$ cat config.mk
export PLATFORM = sky130hd
export DESIGN_NAME = mem_arbiter_flat
export DESIGN_NICKNAME = d
export VERILOG_FILES = /design/src/rtl/mem_arbiter_pkg.sv /design/src/rtl/mem_arbiter_if.sv /design/src/rtl/mem_arbiter_sat_counter.sv /design/src/rtl/mem_arbiter.sv /design/src/flat_wrapper.sv
export SDC_FILE = /design/constraint.sdc
export NUM_CORES = 1
export LEC_CHECK = 0
export ABC_AREA = 1
export CAP_MARGIN = 20
export CORE_MARGIN = 8
export CORE_UTILIZATION = 44
export CTS_BUF_LIST = sky130_fd_sc_hd__clkbuf_4
export DETAILED_ROUTE_END_ITERATION = 16
export GPL_ROUTABILITY_DRIVEN = 0
export HOLD_SLACK_MARGIN = 0.03
export PLACE_DENSITY = 0.82
export SLEW_MARGIN = 10
export SYNTH_ARGS = -nofsm -noshare
export SYNTH_HDL_FRONTEND = slang
export SYNTH_SLANG_ARGS = --single-unit
$ cat constraint.sdc
create_clock -name clk -period 3.79 [get_ports clk]
set_input_delay 0.379 -clock clk [delete_from_list [all_inputs] [get_ports clk]]
set_output_delay 0.379 -clock clk [all_outputs]
set_load 0.01 [all_outputs]
$ cat src/rtl/mem_arbiter_pkg.sv
// Shared types and constants for the unified-memory arbiter of the multicycle MIPS core.
package mips_arb_pkg;

  typedef enum logic [1:0] {
    IDLE  = 2'd0,
    ISSUE = 2'd1,
    WAIT  = 2'd2,
    ACK   = 2'd3
  } arb_state_t;

  typedef enum logic {
    OWN_CPU = 1'b0,
    OWN_DBG = 1'b1
  } owner_t;

  localparam int STATS_W = 16;
  // Wide enough for the largest legal MEM_LAT-1 wait count.
  localparam int CNT_W   = 4;

endpackage

$ cat src/rtl/mem_arbiter_if.sv
// One requester channel into the memory arbiter (CPU datapath or debug loader).
interface mem_arbiter_if #(
  parameter int ADDR_W = 7,
  parameter int DATA_W = 32
);
  // req/ack handshake: the master raises req with we/addr/wdata stable and holds
  // all of them until ack; ack is a single-cycle pulse, rdata is valid with ack
  // for reads and holds until the next read completes. A req still high in the
  // cycle after ack starts a new access.
  logic              req;
  logic              we;
  logic [ADDR_W-1:0] addr;
  logic [DATA_W-1:0] wdata;
  logic              ack;
  logic [DATA_W-1:0] rdata;

  modport master (output req, we, addr, wdata, input ack, rdata);
  modport slave  (input req, we, addr, wdata, output ack, rdata);

endinterface

$ cat src/rtl/mem_arbiter_sat_counter.sv
// Saturating event counter with asynchronous active-high clear.
module sat_counter #(
  parameter int W = 16
) (
  input  logic         clk,
  input  logic         rst,
  input  logic         inc,
  output logic [W-1:0] count
);

  logic [W-1:0] r_count;

  always_ff @(posedge clk or posedge rst) begin
    if (rst) begin
      r_count <= '0;
    end else if (inc && (r_count != {W{1'b1}})) begin
      r_count <= r_count + 1'b1;
    end
  end

  assign count = r_count;

endmodule

$ cat src/rtl/mem_arbiter.sv
// Round-robin arbiter sharing the fixed-latency unified MIPS memory between CPU and debug loader.
// Optional grant/stall statistics outputs are built when ARB_STATS_EN is defined.
module mem_arbiter
  import mips_arb_pkg::*;
#(
  parameter int ADDR_W  = 7,
  parameter int DATA_W  = 32,
  parameter int MEM_LAT = 2
) (
  input  logic              clk,
  input  logic              rst,
  mem_arbiter_if.slave      cpu,
  mem_arbiter_if.slave      dbg,
  input  logic              dbg_lock,
  output logic              cpu_stall,
  output logic              mem_en,
  output logic              mem_we,
  output logic [ADDR_W-1:0] mem_addr,
  output logic [DATA_W-1:0] mem_wdata,
  input  logic [DATA_W-1:0] mem_rdata,
  output logic              busy,
  output arb_state_t        o_state
`ifdef ARB_STATS_EN
  ,
  output logic [STATS_W-1:0] cpu_grants,
  output logic [STATS_W-1:0] dbg_grants,
  output logic [STATS_W-1:0] stall_cycles
`endif
);

  localparam logic [CNT_W-1:0] LAT_M1 = CNT_W'(MEM_LAT - 1);

  arb_state_t        r_state;
  owner_t            r_owner;
  owner_t            r_last_grant;
  logic              r_we;
  logic [CNT_W-1:0]  r_cnt;
  logic              r_mem_en;
  logic              r_mem_we;
  logic [ADDR_W-1:0] r_mem_addr;
  logic [DATA_W-1:0] r_mem_wdata;
  logic              r_cpu_ack;
  logic              r_dbg_ack;
  logic [DATA_W-1:0] r_cpu_rdata;
  logic [DATA_W-1:0] r_dbg_rdata;

  logic   w_cpu_elig;
  logic   w_dbg_elig;
  logic   w_any_elig;
  owner_t w_grant;

  assign w_cpu_elig = cpu.req & ~dbg_lock;
  assign w_dbg_elig = dbg.req;
  assign w_any_elig = w_cpu_elig | w_dbg_elig;

  // On a tie the requester that did not win last time is served.
  always_comb begin
    w_grant = OWN_DBG;
    if (w_cpu_elig && (!w_dbg_elig || (r_last_grant == OWN_DBG))) begin
      w_grant = OWN_CPU;
    end
  end

  always_ff @(posedge clk or posedge rst) begin
    if (rst) begin
      r_state      <= IDLE;
      r_owner      <= OWN_CPU;
      r_last_grant <= OWN_DBG;
      r_we         <= 1'b0;
      r_cnt        <= '0;
      r_mem_en     <= 1'b0;
      r_mem_we     <= 1'b0;
      r_mem_addr   <= '0;
      r_mem_wdata  <= '0;
      r_cpu_ack    <= 1'b0;
      r_dbg_ack    <= 1'b0;
      r_cpu_rdata  <= '0;
      r_dbg_rdata  <= '0;
    end else begin
      r_cpu_ack <= 1'b0;
      r_dbg_ack <= 1'b0;
      case (r_state)
        IDLE: begin
          if (w_any_elig) begin
            r_state      <= ISSUE;
            r_owner      <= w_grant;
            r_last_grant <= w_grant;
            r_mem_en     <= 1'b1;
            if (w_grant == OWN_CPU) begin
              r_we        <= cpu.we;
              r_mem_we    <= cpu.we;
              r_mem_addr  <= cpu.addr;
              r_mem_wdata <= cpu.wdata;
            end else begin
              r_we        <= dbg.we;
              r_mem_we    <= dbg.we;
              r_mem_addr  <= dbg.addr;
              r_mem_wdata <= dbg.wdata;
            end
          end
        end
        ISSUE: begin
          r_state     <= WAIT;
          r_cnt       <= LAT_M1;
          r_mem_en    <= 1'b0;
          r_mem_we    <= 1'b0;
          r_mem_addr  <= '0;
          r_mem_wdata <= '0;
        end
        WAIT: begin
          if (r_cnt == '0) begin
            r_state <= ACK;
            if (r_owner == OWN_CPU) begin
              r_cpu_ack <= 1'b1;
              if (!r_we) r_cpu_rdata <= mem_rdata;
            end else begin
              r_dbg_ack <= 1'b1;
              if (!r_we) r_dbg_rdata <= mem_rdata;
            end
          end else begin
            r_cnt <= r_cnt - 1'b1;
          end
        end
        ACK: begin
          r_state <= IDLE;
        end
        default: begin
          r_state <= IDLE;
        end
      endcase
    end
  end

  assign mem_en    = r_mem_en;
  assign mem_we    = r_mem_we;
  assign mem_addr  = r_mem_addr;
  assign mem_wdata = r_mem_wdata;
  assign cpu.ack   = r_cpu_ack;
  assign cpu.rdata = r_cpu_rdata;
  assign dbg.ack   = r_dbg_ack;
  assign dbg.rdata = r_dbg_rdata;
  assign cpu_stall = cpu.req & ~r_cpu_ack;
  assign busy      = (r_state != IDLE);
  assign o_state   = r_state;

`ifdef ARB_STATS_EN
  logic w_grant_fire;
  assign w_grant_fire = (r_state == IDLE) && w_any_elig;

  sat_counter #(.W(STATS_W)) u_cpu_grants (
    .clk   (clk),
    .rst   (rst),
    .inc   (w_grant_fire && (w_grant == OWN_CPU)),
    .count (cpu_grants)
  );

  sat_counter #(.W(STATS_W)) u_dbg_grants (
    .clk   (clk),
    .rst   (rst),
    .inc   (w_grant_fire && (w_grant == OWN_DBG)),
    .count (dbg_grants)
  );

  sat_counter #(.W(STATS_W)) u_stall_cycles (
    .clk   (clk),
    .rst   (rst),
    .inc   (cpu_stall),
    .count (stall_cycles)
  );
`endif

endmodule

$ cat src/flat_wrapper.sv
// flat-port wrapper written by rule: the top's interface ports become plain ports
module mem_arbiter_flat import mips_arb_pkg::*;
#(
  parameter int ADDR_W  = 7,
  parameter int DATA_W  = 32,
  parameter int MEM_LAT = 2
)
  (clk, rst, dbg_lock, cpu_stall, mem_en, mem_we, mem_addr, mem_wdata, mem_rdata, busy, o_state, cpu_req, cpu_we, cpu_addr, cpu_wdata, cpu_ack, cpu_rdata, dbg_req, dbg_we, dbg_addr, dbg_wdata, dbg_ack, dbg_rdata);
  mem_arbiter_if #(.ADDR_W(ADDR_W), .DATA_W(DATA_W)) cpu_i ();
  mem_arbiter_if #(.ADDR_W(ADDR_W), .DATA_W(DATA_W)) dbg_i ();
  input  logic clk;
  input  logic rst;
  input  logic dbg_lock;
  output logic cpu_stall;
  output logic mem_en;
  output logic mem_we;
  output logic [ADDR_W-1:0] mem_addr;
  output logic [DATA_W-1:0] mem_wdata;
  input  logic [DATA_W-1:0] mem_rdata;
  output logic busy;
  output arb_state_t o_state;
  input wire logic [$bits(cpu_i.req)-1:0] cpu_req;
  input wire logic [$bits(cpu_i.we)-1:0] cpu_we;
  input wire logic [$bits(cpu_i.addr)-1:0] cpu_addr;
  input wire logic [$bits(cpu_i.wdata)-1:0] cpu_wdata;
  output wire logic [$bits(cpu_i.ack)-1:0] cpu_ack;
  output wire logic [$bits(cpu_i.rdata)-1:0] cpu_rdata;
  input wire logic [$bits(dbg_i.req)-1:0] dbg_req;
  input wire logic [$bits(dbg_i.we)-1:0] dbg_we;
  input wire logic [$bits(dbg_i.addr)-1:0] dbg_addr;
  input wire logic [$bits(dbg_i.wdata)-1:0] dbg_wdata;
  output wire logic [$bits(dbg_i.ack)-1:0] dbg_ack;
  output wire logic [$bits(dbg_i.rdata)-1:0] dbg_rdata;
  assign cpu_i.req = cpu_req;
  assign cpu_i.we = cpu_we;
  assign cpu_i.addr = cpu_addr;
  assign cpu_i.wdata = cpu_wdata;
  assign cpu_ack = cpu_i.ack;
  assign cpu_rdata = cpu_i.rdata;
  assign dbg_i.req = dbg_req;
  assign dbg_i.we = dbg_we;
  assign dbg_i.addr = dbg_addr;
  assign dbg_i.wdata = dbg_wdata;
  assign dbg_ack = dbg_i.ack;
  assign dbg_rdata = dbg_i.rdata;
  mem_arbiter #(.ADDR_W(ADDR_W), .DATA_W(DATA_W), .MEM_LAT(MEM_LAT)) u_core (.clk(clk), .rst(rst), .cpu(cpu_i), .dbg(dbg_i), .dbg_lock(dbg_lock), .cpu_stall(cpu_stall), .mem_en(mem_en), .mem_we(mem_we), .mem_addr(mem_addr), .mem_wdata(mem_wdata), .mem_rdata(mem_rdata), .busy(busy), .o_state(o_state));
endmodule
==> results.cfg <==
[route]
via_count = 5300
vias_per_cell = 5.09
wl_per_cell_um = 16.5
routed_wirelength_um = 17100
antenna_left = 0
dr.pass1.iters = 5
remaining_drc_errors = 0
drt-initial-drc-count = 342

[sta]
rsz0062_at_grt = no
slew_headroom_pct = 43.6
worstMarginPinSlew_ps = 846
hold_viol = 0
drv_slew = 0
fin_crit_ps = 2280
setup_slack_ps = 1510
finalCritPeriodShare_pct = 60.0
finClkSkew_ps = 19.5
fmax_ghz = 0.440
setup_viol = 0
fin_setup_tns_ps = 0

[placement]
dpl_cell_area_um2 = 7680
dp_slack_ps = 1490
place_hpwl_um = 12200
portBuffers = 227

[floorplanning]
core_area_um2 = 12000
fp-row-count = 40
start_util_pct = 44.9
die_h_um = 127
io_pins = 228
die_area_um2 = 16100
die_x_um = 127

[synthesis]
synth_cell_type_count = 20
synthesis.nets = 794
synth_top_area_cell = dfrtp_1
synth_area_um2 = 5390
seq_area_frac_synth_pct = 53.9
synth_cells = 672
synth_top_cells_by_area = dfrtp_1, nand2_1, nand4_1, nand3_1, buf_2
ys_seq_elements = 116
yosysTopAreaCellShare_pct = 53.4
syn_avg_cell_area_um2 = 8.02
yosysWarnings = 0

[worst_setup_path]
path_class = reg2out
r2r_start = u_core.r_cnt[0]
rr_worst_depth = 7
critPathCaptureType = output pin
worstPathRequired_ps = 3410
rrSetupSlack_ps = 1540
cp_max_fo = 4
cp_data_arrival_time_ps = 1900
rr_endpoint = u_core.cpu.rdata[28]
critical_path.startpoint_type = register

[grt]
grtUsageMet2_pct = 34.0
grtUsageMet1_pct = 26.2
grt.busiest_layer = met2
first_global_vias = 5291
grt_overflow = 0
grt_usage_pct = 21.4
grt_max_degree = 68
grt_first_pass_wirelength_um = 27500
gr-usage-met3_pct = 8.76
grt_antenna_before_repair = 0

[clocking]
clock_tree.root_cell = clkbuf_4
cts_resized = 0
ctsHoldBuffers = 0
cts_tree = done
clk_path_buf_depth = 2
post_cts_buffers = 0
htree_levels = 4
clk_latency_ps = 510
clock_sinks = 116
clkTransAtPathRegs_ps = 90
cts_buffers = 17

[finish]
diodes = 0
num-nets-final = 1004
fillers = 995
final_common_cell = nand2_1
drive_gt1_share_pct = 5.81
final_cell_mix = nand2_1, clkdlybuf4s50_1, dfrtp_1
stdcell_area_um2 = 7940
syn2layout_area_growth_pct = 47.2

[power_and_ir_drop]
power_density_nw_per_um2 = 740
power.leakage_nw = 3.95
ir_drop_v = 0.000359

[outcome]
status = completed

[worst_hold_path]
holdCritPathClass = in2async

[run]
cap_violations = 0
-- cell families after synthesis --
family | after synthesis | share of synthesized area (%)
flip-flops | 116 | 53.9
XOR/XNOR | 1 | 0.162
AND/OR/NAND/NOR | 479 | 38.0
adder cells (fa/ha/maj) | 5 | 1.16
AO/OA/AOI/OAI | 6 | 0.626
buffers and inverters | 65 | 6.17
-- registers in the layout, summed over array words and instances, names as in the netlist --
register,count
u_core.r_owner,1
u_core.dbg.ack,1
u_core.cpu.rdata,32
u_core.r_last_grant,1
u_core.r_we,1
u_core.mem_we,1
u_core.mem_en,1
u_core.mem_wdata,32
u_core.o_state,2
u_core.cpu.ack,1
u_core.mem_addr,7
u_core.r_cnt,4
u_core.dbg.rdata,32
-- power by group --
part           leakage (nW)  switching [mW]  internal (mW)
clock                 0.136           0.456          0.391
combinational          2.38            1.62           1.34
sequential             1.44           0.307           1.77
total                  3.95            2.38           3.49
-- synth_stat cells --
master / n
buf_1: 5
buf_2: 29
buf_6: 7
clkbuf_1: 6
dfrtp_1: 115
dfstp_2: 1
ha_1: 5
inv_1: 15
inv_2: 3
nand2_1: 356
nand3_1: 46
nand3_2: 2
nand4_1: 65
nor2_1: 4
nor2_2: 4
nor2_4: 1
o21ai_0: 5
o21ai_2: 1
or2_2: 1
xor2_1: 1
-- worst max-delay path, cell delays in order (launching register included) --
cell             delay [ps]
dfrtp_1                 420
inv_1                   100
ha_1                    260
inv_1                    70
clkdlybuf4s50_1         560
-- how the worst max path moves through the flow --
stage	slack, ps	cells after the start	start	end
after floorplan	340	1	rst	u_core.cpu.ack
after global placement	1530	9	dbg_lock	u_core.mem_wdata[6]
after detailed placement	1490	9	dbg_lock	u_core.mem_addr[1]
after CTS	1460	4	u_core.o_state[0]	busy
after global routing	1270	8	u_core.o_state[0]	u_core.dbg.rdata[20]
final	1510	4	u_core.o_state[0]	busy
-- final cells by class --
class	count	area (um2)	share of cell area (%)
Clock buffer	19	143	1.80
Clock inverter	13	116	1.47
Inverter	18	70.1	0.882
Multi-Input combinational cell	491	2160	27.2
Sequential cell	116	2900	36.6
Tap cell	147	184	2.32
Timing Repair Buffer	238	2370	29.8
-- stage by stage --
step           total power, mW  hold WS [ps]  utilization (%)  std cells
2_1_floorplan             3.60           453                -        672
3_3_place_gp              5.01           452             63.9       1010
3_5_place_dp              5.08           458             63.9       1010
4_1_cts                   5.93           386             66.1       1042
5_1_grt                   6.32           428             66.1       1042
6_report                  5.88           376             66.1       1042
-- routing by layer --
layer	routed length, um	part of all wire (%)	up-vias
met5	0	0	-
met4	197	1.1	0
met1	7040	41	2446
met2	7940	46	251
li1	-	-	2586
met3	1970	12	17
(Power assumes the default switching activity.)
